`config.mk`:
```
export PLATFORM = sky130hd
export DESIGN_NAME = data_memory_arbiter_flat
export DESIGN_NICKNAME = d
export VERILOG_FILES = /design/src/rtl/data_memory_arbiter_if.sv /design/src/rtl/data_memory_arbiter.sv /design/src/flat_wrapper.sv
export SDC_FILE = /design/constraint.sdc
export NUM_CORES = 1
export LEC_CHECK = 0
export CAP_MARGIN = 20
export CORE_ASPECT_RATIO = 0.75
export CORE_MARGIN = 8
export CORE_UTILIZATION = 36
export DETAILED_ROUTE_END_ITERATION = 16
export GPL_ROUTABILITY_DRIVEN = 1
export HOLD_SLACK_MARGIN = 0.05
export PLACE_DENSITY = 0.77
export SLEW_MARGIN = 5
export SYNTH_ARGS = -nofsm -noshare
export SYNTH_HDL_FRONTEND = slang
export SYNTH_SLANG_ARGS = --single-unit
```
`constraint.sdc`:
```
create_clock -name clk -period 1.6 [get_ports clk]
set_input_delay 0.32 -clock clk [delete_from_list [all_inputs] [get_ports clk]]
set_output_delay 0.32 -clock clk [all_outputs]
set_load 0.02 [all_outputs]
```
`src/rtl/data_memory_arbiter_if.sv`:
```
// Requester-side bus of the data memory arbiter: request/operands in, grant/done/error/read data out.
interface data_memory_arbiter_if #(
    parameter int unsigned DATA_WIDTH = 32
);
    logic                  req_i;
    logic                  we_i;
    logic [DATA_WIDTH-1:0] addr_i;
    logic [DATA_WIDTH-1:0] wdata_i;
    logic                  gnt_o;
    logic                  done_o;
    logic                  err_o;
    logic [DATA_WIDTH-1:0] rdata_o;

    modport master (
        output req_i, we_i, addr_i, wdata_i,
        input  gnt_o, done_o, err_o, rdata_o
    );

    modport slave (
        input  req_i, we_i, addr_i, wdata_i,
        output gnt_o, done_o, err_o, rdata_o
    );
endinterface

```
`src/rtl/data_memory_arbiter.sv`:
```
// Two-port arbiter/sequencer (IDLE -> ACCESS -> RESP) in front of the single-ported data memory.
// Define DMEM_ARB_ROUND_ROBIN_EN for round-robin arbitration; otherwise port 0 has fixed priority.
module data_memory_arbiter #(
    parameter int unsigned           MEMORY_DEPTH = 64,
    parameter int unsigned           DATA_WIDTH   = 32,
    parameter logic [DATA_WIDTH-1:0] BASE_ADDRESS = 32'h10010000
) (
    input  logic                  clk,
    input  logic                  reset,
    data_memory_arbiter_if.slave  m0,
    data_memory_arbiter_if.slave  m1,
    output logic                  mem_we_o,
    output logic [DATA_WIDTH-1:0] mem_addr_o,
    output logic [DATA_WIDTH-1:0] mem_wdata_o,
    input  logic [DATA_WIDTH-1:0] mem_rdata_i
);

    typedef enum logic [1:0] {
        IDLE,
        ACCESS,
        RESP
    } state_e;

    state_e                state_q, state_d;
    logic                  owner_q, owner_d;
    logic                  we_q, we_d;
    logic [DATA_WIDTH-1:0] addr_q, addr_d;
    logic [DATA_WIDTH-1:0] wdata_q, wdata_d;
    logic                  fault_q, fault_d;
    logic [DATA_WIDTH-1:0] rdata0_q, rdata0_d;
    logic [DATA_WIDTH-1:0] rdata1_q, rdata1_d;

    logic                  winner;
    logic                  in_range;
    logic [DATA_WIDTH-1:0] offset;
    logic [DATA_WIDTH-1:0] rd_capture;

`ifdef DMEM_ARB_ROUND_ROBIN_EN
    logic rr_last_q, rr_last_d;

    // Contested request goes to the port not served last; a lone request always wins.
    always_comb begin
        winner = !m0.req_i;
        if (m0.req_i && m1.req_i) begin
            winner = !rr_last_q;
        end
    end
`else
    always_comb begin
        winner = !m0.req_i;
    end
`endif

    // Window check on the latched byte address; the subtraction never wraps because addr >= base is required.
    always_comb begin
        offset   = addr_q - BASE_ADDRESS;
        in_range = (addr_q >= BASE_ADDRESS) && (addr_q[1:0] == 2'b00)
                   && ((offset >> 2) < DATA_WIDTH'(MEMORY_DEPTH));
    end

    always_comb begin
        state_d     = state_q;
        owner_d     = owner_q;
        we_d        = we_q;
        addr_d      = addr_q;
        wdata_d     = wdata_q;
        fault_d     = fault_q;
        rdata0_d    = rdata0_q;
        rdata1_d    = rdata1_q;
`ifdef DMEM_ARB_ROUND_ROBIN_EN
        rr_last_d   = rr_last_q;
`endif
        rd_capture  = '0;
        mem_we_o    = 1'b0;
        mem_addr_o  = addr_q;
        mem_wdata_o = wdata_q;
        m0.gnt_o    = 1'b0;
        m0.done_o   = 1'b0;
        m0.err_o    = 1'b0;
        m0.rdata_o  = rdata0_q;
        m1.gnt_o    = 1'b0;
        m1.done_o   = 1'b0;
        m1.err_o    = 1'b0;
        m1.rdata_o  = rdata1_q;

        case (state_q)
            IDLE: begin
                if (m0.req_i || m1.req_i) begin
                    owner_d   = winner;
                    we_d      = winner ? m1.we_i    : m0.we_i;
                    addr_d    = winner ? m1.addr_i  : m0.addr_i;
                    wdata_d   = winner ? m1.wdata_i : m0.wdata_i;
`ifdef DMEM_ARB_ROUND_ROBIN_EN
                    rr_last_d = winner;
`endif
                    state_d   = ACCESS;
                end
            end
            ACCESS: begin
                mem_we_o   = we_q && in_range && !reset;
                m0.gnt_o   = !owner_q;
                m1.gnt_o   = owner_q;
                fault_d    = !in_range;
                rd_capture = (we_q || !in_range) ? '0 : mem_rdata_i;
                if (owner_q) begin
                    rdata1_d = rd_capture;
                end else begin
                    rdata0_d = rd_capture;
                end
                state_d    = RESP;
            end
            RESP: begin
                m0.done_o = !owner_q;
                m0.err_o  = !owner_q && fault_q;
                m1.done_o = owner_q;
                m1.err_o  = owner_q && fault_q;
                state_d   = IDLE;
            end
            default: begin
                state_d = IDLE;
            end
        endcase
    end

    always_ff @(posedge clk) begin
        if (reset) begin
            state_q   <= IDLE;
            owner_q   <= 1'b0;
            we_q      <= 1'b0;
            addr_q    <= '0;
            wdata_q   <= '0;
            fault_q   <= 1'b0;
            rdata0_q  <= '0;
            rdata1_q  <= '0;
`ifdef DMEM_ARB_ROUND_ROBIN_EN
            rr_last_q <= 1'b1;
`endif
        end else begin
            state_q   <= state_d;
            owner_q   <= owner_d;
            we_q      <= we_d;
            addr_q    <= addr_d;
            wdata_q   <= wdata_d;
            fault_q   <= fault_d;
            rdata0_q  <= rdata0_d;
            rdata1_q  <= rdata1_d;
`ifdef DMEM_ARB_ROUND_ROBIN_EN
            rr_last_q <= rr_last_d;
`endif
        end
    end

endmodule

```
`src/flat_wrapper.sv`:
```
// flat-port wrapper written by rule: the top's interface ports become plain ports
module data_memory_arbiter_flat 
#(
    parameter int unsigned           MEMORY_DEPTH = 64,
    parameter int unsigned           DATA_WIDTH   = 32,
    parameter logic [DATA_WIDTH-1:0] BASE_ADDRESS = 32'h10010000
)
  (clk, reset, mem_we_o, mem_addr_o, mem_wdata_o, mem_rdata_i, m0_req_i, m0_we_i, m0_addr_i, m0_wdata_i, m0_gnt_o, m0_done_o, m0_err_o, m0_rdata_o, m1_req_i, m1_we_i, m1_addr_i, m1_wdata_i, m1_gnt_o, m1_done_o, m1_err_o, m1_rdata_o);
  data_memory_arbiter_if #(.DATA_WIDTH(DATA_WIDTH)) m0_i ();
  data_memory_arbiter_if #(.DATA_WIDTH(DATA_WIDTH)) m1_i ();
  input  logic clk;
  input  logic reset;
  output logic mem_we_o;
  output logic [DATA_WIDTH-1:0] mem_addr_o;
  output logic [DATA_WIDTH-1:0] mem_wdata_o;
  input  logic [DATA_WIDTH-1:0] mem_rdata_i;
  input wire logic [$bits(m0_i.req_i)-1:0] m0_req_i;
  input wire logic [$bits(m0_i.we_i)-1:0] m0_we_i;
  input wire logic [$bits(m0_i.addr_i)-1:0] m0_addr_i;
  input wire logic [$bits(m0_i.wdata_i)-1:0] m0_wdata_i;
  output wire logic [$bits(m0_i.gnt_o)-1:0] m0_gnt_o;
  output wire logic [$bits(m0_i.done_o)-1:0] m0_done_o;
  output wire logic [$bits(m0_i.err_o)-1:0] m0_err_o;
  output wire logic [$bits(m0_i.rdata_o)-1:0] m0_rdata_o;
  input wire logic [$bits(m1_i.req_i)-1:0] m1_req_i;
  input wire logic [$bits(m1_i.we_i)-1:0] m1_we_i;
  input wire logic [$bits(m1_i.addr_i)-1:0] m1_addr_i;
  input wire logic [$bits(m1_i.wdata_i)-1:0] m1_wdata_i;
  output wire logic [$bits(m1_i.gnt_o)-1:0] m1_gnt_o;
  output wire logic [$bits(m1_i.done_o)-1:0] m1_done_o;
  output wire logic [$bits(m1_i.err_o)-1:0] m1_err_o;
  output wire logic [$bits(m1_i.rdata_o)-1:0] m1_rdata_o;
  assign m0_i.req_i = m0_req_i;
  assign m0_i.we_i = m0_we_i;
  assign m0_i.addr_i = m0_addr_i;
  assign m0_i.wdata_i = m0_wdata_i;
  assign m0_gnt_o = m0_i.gnt_o;
  assign m0_done_o = m0_i.done_o;
  assign m0_err_o = m0_i.err_o;
  assign m0_rdata_o = m0_i.rdata_o;
  assign m1_i.req_i = m1_req_i;
  assign m1_i.we_i = m1_we_i;
  assign m1_i.addr_i = m1_addr_i;
  assign m1_i.wdata_i = m1_wdata_i;
  assign m1_gnt_o = m1_i.gnt_o;
  assign m1_done_o = m1_i.done_o;
  assign m1_err_o = m1_i.err_o;
  assign m1_rdata_o = m1_i.rdata_o;
  data_memory_arbiter #(.MEMORY_DEPTH(MEMORY_DEPTH), .DATA_WIDTH(DATA_WIDTH), .BASE_ADDRESS(BASE_ADDRESS)) u_core (.clk(clk), .reset(reset), .m0(m0_i), .m1(m1_i), .mem_we_o(mem_we_o), .mem_addr_o(mem_addr_o), .mem_wdata_o(mem_wdata_o), .mem_rdata_i(mem_rdata_i));
endmodule
```
Word-level counts from Yosys, hierarchy flattened
Index checks and enable logic that the tools add are counted.
- register bits after elaboration: 133
- input bits: 166
- output and inout bits: 135
- logic and storage cells: 45
- add/sub/neg operators: 1
- magnitude comparators: 2
- eq/ne operators: 3
- multiplexer cells: 13
- bitwise gates (word level): 1
- reductions and logical operators: 17
- operators with widths (kind ; number):
    $mux W32 ; 3
    $ge A32 B29 Y1 const B ; 1
    $sub A32 B29 Y32 const B ; 1
    $lt A30 B7 Y1 const B ; 1
    $mux W1 ; 8
    $logic_and A1 B1 Y1 ; 6
    $reduce_and A2 Y1 ; 3
    $logic_not A1 Y1 ; 4
    $logic_not A2 Y1 ; 2
    $pmux W2 S2 ; 1
    $eq A2 B1 Y1 const B ; 1
    $eq A2 B2 Y1 const B ; 1
    $logic_or A1 B1 Y1 ; 2
    $mux W2 ; 1
    $ne A2 B1 Y1 const B ; 1
    $not A1 Y1 ; 1

Longest topological paths before layout
Gate-level depths: netlist of the first run.
- depth in word-level cells: 6
- depth in mapped cells: 7
- gate-level depth less buffers: 4

Worst setup path after synthesis of the first run
Ideal clock, no wire load.
- kind: register -> output
- from: reg u_core.addr_q[18], in the netlist u_core.mem_addr_o[18]
- to: out mem_we_o
- data arrival time: 1.827 ns
- data required time: 1.280 ns
- path slack: -0.547 ns
- cell stages (with the launch flop): 7
- path buffers: 2
- cell sequence: dfxtp_1 -> o21ai_0 -> a21o_1 -> buf_2 -> clkbuf_1 -> o21ai_0 -> nor3_1
- word-level cells in the longest chain between the ends: 6
- elaborated cells between the ends (all ways): 8
- those cells by class: add/sub: 1; order compare: 2; mux: 1; reduce/logical: 4
- RTL lines (element ; RTL line ; RTL):
    start: declaration ; data_memory_arbiter.sv:27 ; logic [DATA_WIDTH-1:0] addr_q, addr_d;
    start signal: assignment ; data_memory_arbiter.sv:142 ; addr_q <= addr_d;
    $sub A32 B29 Y32 or $ge A32 B29 Y1 (tied branches) ; data_memory_arbiter.sv:56, data_memory_arbiter.sv:57 ;
    $lt A30 B7 Y1 or $logic_and A1 B1 Y1 (tied branches) ; data_memory_arbiter.sv:58, data_memory_arbiter.sv:57 ;
    $logic_and A1 B1 Y1 * ; data_memory_arbiter.sv:58 ; && ((offset >> 2) < DATA_WIDTH'(MEMORY_DEPTH));
    $logic_and A1 B1 Y1 * (2 in series) ; data_memory_arbiter.sv:100 ; mem_we_o = we_q && in_range && !reset;
    $mux W1 * ; data_memory_arbiter.sv:86 ; case (state_q)
    end: declaration ; flat_wrapper.sv:13 ; output logic mem_we_o;
Mark *: on every way between the ends. The rest lies on a longest branch, timed or not.

Final worst setup path of the first run
- from: reg u_core.addr_q[8], in the netlist u_core.mem_addr_o[8]
- to: out mem_we_o
The elaborated chain is that of the path after synthesis.

==> flow_metrics.env, run 1 <==
export IMPL_skew_ns=0.00828
export IMPL_grt_usage_pct=20.2
export IMPL_synth_enable_flop_cells=0
export IMPL_async_flop_share_pct=0
export IMPL_worstHoldPathType="in -> reg"
export IMPL_fin_crit_sh_pct=143
export IMPL_fin_cells=1192
export IMPL_pre_cts_ws_ns=-0.342
export IMPL_avgSynthCellArea_sq_um=9.15
export IMPL_pin_count=301
export IMPL_fp_dieH_um=125
export IMPL_synth_fp_nets=791
export IMPL_cts_buffers=17
export IMPL_drv_slew=0
export IMPL_synth_area_sq_um=5720
export IMPL_final_common_cell="clkdlybuf4s50_1"
export IMPL_yosysWarnings=0
export IMPL_dpl_instance_area_sq_um=9390
export IMPL_core_rowCount=40
export IMPL_cts_sinks=133
export IMPL_cap_viol_max_count=0
export IMPL_ys_dominant_reg_cell="dfxtp_1"
export IMPL_grt_pass1_vias=5916
export IMPL_leakage_nw=4.63
export IMPL_holdBufCountCts=0
export IMPL_max_vdd_ir_drop_uv=775
export IMPL_critical_path_class="reg -> out"
export IMPL_max_freq_mhz=438
export IMPL_worstMarginPinSlew_ns=0.408
export IMPL_setup_viol=68
export IMPL_cts_root_buffer="clkbuf_16"
export IMPL_worstPathArrival_ns=1.97
export IMPL_routed_wl_um=21700
export IMPL_vias_per_cell=5.01
export IMPL_p_per_area_nw_per_um2=976
export IMPL_ys_seq_area_share_pct=46.6
export IMPL_start_kind="register"
export IMPL_grt_setup_unrepaired="yes"
export IMPL_finalInstanceArea_sq_um=10500
export IMPL_postRouteAntennaNets=0
export IMPL_drtPass1Iterations=4
export IMPL_status="finished with violations"
export IMPL_grt_start_max_net_pins=69
export IMPL_post_dp_hpwl_um=15300
export IMPL_diodes=0
export IMPL_fillers=1330
export IMPL_first_iter_violations=229
export IMPL_final_cell_mix="clkdlybuf4s50_1, dfxtp_1, dlygate4sd2_1"
export IMPL_cts_tree="built"
export IMPL_antenna_found_initial=0
export IMPL_violations="setup timing"
export IMPL_start_util_pct=36.3
export IMPL_route_vias_total=5975
export IMPL_cp_required_ns=1.28
export IMPL_dp_cells=1137
export IMPL_grt_ovfl_total=0
export IMPL_ys_types=32
export IMPL_grt_pass1_wl_um=33200
export IMPL_coreArea_sq_um=15800
export IMPL_drc=0
export IMPL_finalCriticalPeriod_ns=2.29
export IMPL_die_x_um=162
export IMPL_cts_path_max_buffers=2
export IMPL_drive_gt1_share_pct=22.0
export IMPL_slew_headroom_pct=72.5
export IMPL_cp_end_kind="primary output"
export IMPL_clk_latency_ns=0.40
export IMPL_worst_slack_ns=-0.686
export IMPL_die_area_sq_um=20200
export IMPL_place_gp_congestion=0.787
export IMPL_wl_per_cell_um=18.2
export IMPL_clk_pin_slew_ns=0.06
export IMPL_worstPathMaxFanout=2
export IMPL_synth_cells=625
export IMPL_ys_ff_latch=133
export IMPL_finalNetCount=1136
export IMPL_port_buffers=300
export IMPL_hold_violations=0
export IMPL_timing_hold_ws_ns=0.161
export IMPL_areaGrowthSynthToFinish_pct=84.0
export IMPL_htreeDepth=4
[state kept, by name (all words and copies together), names as in the netlist]
name,count
u_core.mem_addr_o,32
u_core.mem_wdata_o,32
u_core.m0.rdata_o,32
u_core.state_q,2
u_core.owner_q,1
u_core.we_q,1
u_core.fault_q,1
u_core.m1.rdata_o,32
[logic make-up (layout without fill, tap and decap cells)]
| kind of cell | Yosys count | after routing | synth area share, % |
|---|---|---|---|
| DFF | 133 | 133 | 46.6 |
| AOI/OAI and AO/OA | 138 | 138 | 17.8 |
| buffers and inverters | 64 | 421 | 5.10 |
| muxes | 65 | 65 | 11.4 |
| and+or+nand+nor | 225 | 225 | 19.2 |
[layout make-up]
cell class                      count  area [sq um]  area share (%)
Clock inverter                     11           198            1.88
Timing Repair Buffer              389          3970            37.7
Tap cell                          210           263            2.50
Multi-Input combinational cell    428          2950            28.0
Clock buffer                       20           467            4.44
Sequential cell                   133          2670            25.4
Inverter                            1          3.75          0.0357
[critical path, cell delays in order (launching register included)]
cell and delay (ns):
dfxtp_2 0.32, or4_4 0.54, nor4_4 0.18, nand3_2 0.14, nor3_4 0.23, buf_6 0.15
[final timing paths]
path / slack, ns / startpoint / to / cells past startpoint
max reg2reg: -0.38 / u_core.mem_addr_o[0]$_SDFFE_PP0P_ / u_core.fault_q$_SDFFE_PP0N_ / 8
min: 0.16 / reset / u_core.state_q[1]$_SDFFE_PP0P_ / 2
max: -0.69 / u_core.mem_addr_o[8]$_SDFFE_PP0P_ / mem_we_o / 5
min reg2reg: 0.44 / u_core.m1.rdata_o[4]$_SDFFE_PP0P_ / u_core.m1.rdata_o[4]$_SDFFE_PP0P_ / 2
[cells in the mapped netlist, types with 2 or more instances]
cell | instances | area (sq um)
mux2i_1 | 65 | 651
nor4_1 | 4 | 25.0
a211oi_1 | 66 | 495
nand4_1 | 64 | 400
buf_6 | 5 | 56.3
and3b_1 | 2 | 17.5
o21ai_0 | 16 | 80.1
dfxtp_1 | 133 | 2660
o21ai_2 | 40 | 350
buf_2 | 8 | 40.0
clkbuf_1 | 49 | 184
a21oi_1 | 3 | 15.0
and3_1 | 2 | 12.5
o21ai_1 | 10 | 50.1
and2_1 | 2 | 12.5
nand2_1 | 65 | 244
nor2_1 | 75 | 282
nor4b_1 | 2 | 17.5
[metrics by stage]
step | util [%] | power (mW) | TNS, ns
after floorplan | - | 4.69 | -5.54
after global placement | 59.5 | 5.98 | -20.98
after detailed placement | 59.5 | 6.01 | -24.31
after CTS | 65.8 | 10.3 | -23.84
after global routing | 66.7 | 10.7 | -28.77
final | 66.7 | 10.3 | -21.12
[routing by layer]
layer	routed length (um)	part of all wire, %	GRT usage (%)
met1	9450	44	25.2
met4	325	1.5	5.38
met5	0	0	0
met3	1370	6.3	5.87
met2	10500	49	33.5
[where the power goes]
| group | internal [mW] | switching [mW] | leakage, nW |
|---|---|---|---|
| Sequential | 3.52 | 0.119 | 1.09 |
| Clock | 2.89 | 1.46 | 0.323 |
| Combinational | 1.13 | 1.15 | 3.22 |
[repair_timing]
action / CTS / global route
pin swaps: 51 / 21
gates resized for setup: 210 / 42
setup endpoints to repair: 200 / 83
gates cloned: 10 / 3
buffers inserted: 9 / 9
(Power assumes the default switching activity.)
==> run 2: changes to the inputs <==
--- a/config.mk
+++ b/config.mk
@@ -12,8 +12,7 @@
 export DETAILED_ROUTE_END_ITERATION = 16
 export GPL_ROUTABILITY_DRIVEN = 1
 export HOLD_SLACK_MARGIN = 0.05
-export PLACE_DENSITY = 0.77
-export SLEW_MARGIN = 5
+export PLACE_DENSITY = 0.84
 export SYNTH_ARGS = -nofsm -noshare
 export SYNTH_HDL_FRONTEND = slang
 export SYNTH_SLANG_ARGS = --single-unit
==> run 2 against run 1 <==
- the flow still finishes with violations (setup timing)
- via count grew 4.3%
- core utilization increased by 1.1 points
- power is 1.8% lower
- sequential share of layout area decreased by 0.42 points
- die area unchanged
- clock skew increased by 0.0069 ns
- global-route usage up 1.3 points
- sequential cell count unchanged
- maximum frequency fell by 0.74%
- register-to-register slack got worse by 0.02 ns
- cell count grew 0.17%
- worst setup slack lost 0.017 ns
==> flow_metrics.env, run 2 (synthesis results as in run 1) <==
export IMPL_status="finished with violations"
export IMPL_violations="setup timing"
export IMPL_finalCriticalPeriod_ns=2.30
export IMPL_final_cell_mix="clkdlybuf4s50_1, dfxtp_1, dlygate4sd2_1"
export IMPL_grt_ovfl_total=0
export IMPL_drtPass1Iterations=7
export IMPL_fin_cells=1194
export IMPL_fillers=1268
export IMPL_holdBufCountCts=0
export IMPL_vias_per_cell=5.22
export IMPL_worst_slack_ns=-0.703
export IMPL_cts_root_buffer="clkbuf_16"
export IMPL_cpMaxStageDelayCell="or4_1"
export IMPL_final_common_cell="clkdlybuf4s50_1"
export IMPL_cts_sinks=133
export IMPL_r2r_end="u_core.m0.rdata_o[19]$_SDFFE_PP0P_"
export IMPL_wl_per_cell_um=19.5
export IMPL_dp_cells=1133
export IMPL_grt_pass1_wl_um=34600
export IMPL_skew_ns=0.0152
export IMPL_port_buffers=300
export IMPL_die_x_um=162
export IMPL_route_vias_total=6232
export IMPL_dpl_instance_area_sq_um=9340
export IMPL_postRouteAntennaNets=0
export IMPL_r2r_slack_ns=-0.40
export IMPL_worstPathMaxFanout=5
export IMPL_cap_viol_max_count=0
export IMPL_setup_viol=82
export IMPL_pin_count=301
export IMPL_multi_input_area_sq_um=3090
export IMPL_antenna_found_initial=0
export IMPL_hold_violations=0
export IMPL_ff2ff_path_depth=8
export IMPL_routed_wl_um=23300
export IMPL_finalNetCount=1137
export IMPL_diodes=0
export IMPL_fp_dieH_um=125
export IMPL_worstPathArrival_ns=1.98
export IMPL_timing_hold_ws_ns=0.101
export IMPL_grt_pass1_vias=6144
export IMPL_core_rowCount=40
export IMPL_critical_path_class="reg -> out"
export IMPL_start_kind="register"
export IMPL_seqCellArea_sq_um=2670
export IMPL_timing_rr_start="u_core.mem_addr_o[19]$_SDFFE_PP0P_"
export IMPL_cts_buffers=17
export IMPL_cts_path_max_buffers=2
export IMPL_grt_setup_unrepaired="yes"
export IMPL_cp_endpoint="mem_we_o"
export IMPL_drive_gt1_share_pct=24.9
export IMPL_leakage_nw=4.64
export IMPL_fin_crit_sh_pct=144
export IMPL_areaGrowthSynthToFinish_pct=86.9
export IMPL_max_freq_mhz=434
export IMPL_place_gp_congestion=0.820
export IMPL_clk_latency_ns=0.42
export IMPL_cp_end_kind="primary output"
export IMPL_power_mw=10.1
export IMPL_htreeDepth=4
export IMPL_startpoint="u_core.mem_addr_o[19]$_SDFFE_PP0P_"
export IMPL_die_area_sq_um=20200
export IMPL_start_util_pct=36.3
export IMPL_first_iter_violations=288
export IMPL_max_stage_delay_ns=0.53
export IMPL_coreArea_sq_um=15800
export IMPL_cp_required_ns=1.28
export IMPL_fin_tns_setup_ns=-20.53
export IMPL_path_cells="or4_1, nor2_1, nand3_2, nor3_4, buf_6"
export IMPL_clk_pin_slew_ns=0.06
export IMPL_cts_tree="built"
export IMPL_worstMarginPinSlew_ns=0.828
export IMPL_p_per_area_nw_per_um2=943
export IMPL_worstHoldPathType="in -> reg"
export IMPL_grt_start_max_net_pins=65
export IMPL_max_vdd_ir_drop_uv=654
export IMPL_drc=0
export IMPL_grt_usage_pct=21.5
export IMPL_drv_slew=0
export IMPL_post_dp_hpwl_um=15700
export IMPL_slew_headroom_pct=44.8
export IMPL_finalInstanceArea_sq_um=10700
[run 2: layout make-up]
| class | instances | share of cell area [%] |
|---|---|---|
| Timing Repair Buffer | 390 | 38.0 |
| Multi-Input combinational cell | 428 | 28.9 |
| Sequential cell | 133 | 25.0 |
| Clock buffer | 25 | 4.73 |
| Tap cell | 210 | 2.46 |
| Clock inverter | 7 | 0.878 |
| Inverter | 1 | 0.0351 |
[run 2: stage by stage]
stage               worst slack [ns]  utilization [%]
floorplan                     -0.193                -
global placement              -0.358             59.3
detailed placement            -0.356             59.3
CTS                           -0.762             65.6
global route                  -0.793             67.8
finish                        -0.703             67.8
[run 2: where the power goes]
group	internal, mW	switching [mW]
registers	3.52	0.126
logic	1.25	1.24
clock network	2.50	1.44
total	7.27	2.81
[run 2: how the worst min path moves through the flow]
stage                                               to                               start  depth (start not counted)
detailed placement  u_core.m1.rdata_o[17]$_SDFFE_PP0P_  u_core.m1.rdata_o[17]$_SDFFE_PP0P_                          2
floorplan           u_core.m1.rdata_o[10]$_SDFFE_PP0P_                     mem_rdata_i[10]                          2
global route            u_core.state_q[1]$_SDFFE_PP0P_                               reset                          2
CTS                     u_core.state_q[1]$_SDFFE_PP0P_                               reset                          2
global placement    u_core.m1.rdata_o[16]$_SDFFE_PP0P_  u_core.m1.rdata_o[16]$_SDFFE_PP0P_                          2
finish                  u_core.state_q[1]$_SDFFE_PP0P_                               reset                          2
[run 2: worst max-delay path, delay by kind of cell, from the launching register on]
family                 cells  cell delay, ns
and+or+nand+nor            4            1.09
DFF                        1            0.33
buffers and inverters      1            0.15
[run 2: layer usage]
layer | part of all wire (%) | global-route usage (%) | up-vias
li1 | - | - | 2981
met1 | 42 | 25.4 | 2989
met2 | 50 | 36.7 | 233
met3 | 6.6 | 6.43 | 29
met4 | 1.6 | 6.90 | 0
met5 | 0 | 0 | -
[run 2: what timing repair did]
| item | 4_1_cts | 5_1_grt |
|---|---|---|
| endpoints found under the setup margin | 206 | 146 |
| buffers inserted | 13 | 9 |
| pin swaps | 50 | 68 |
| endpoints found under the hold margin | 0 | 0 |
| cloned | 9 | 9 |
| resized for setup | 217 | 89 |
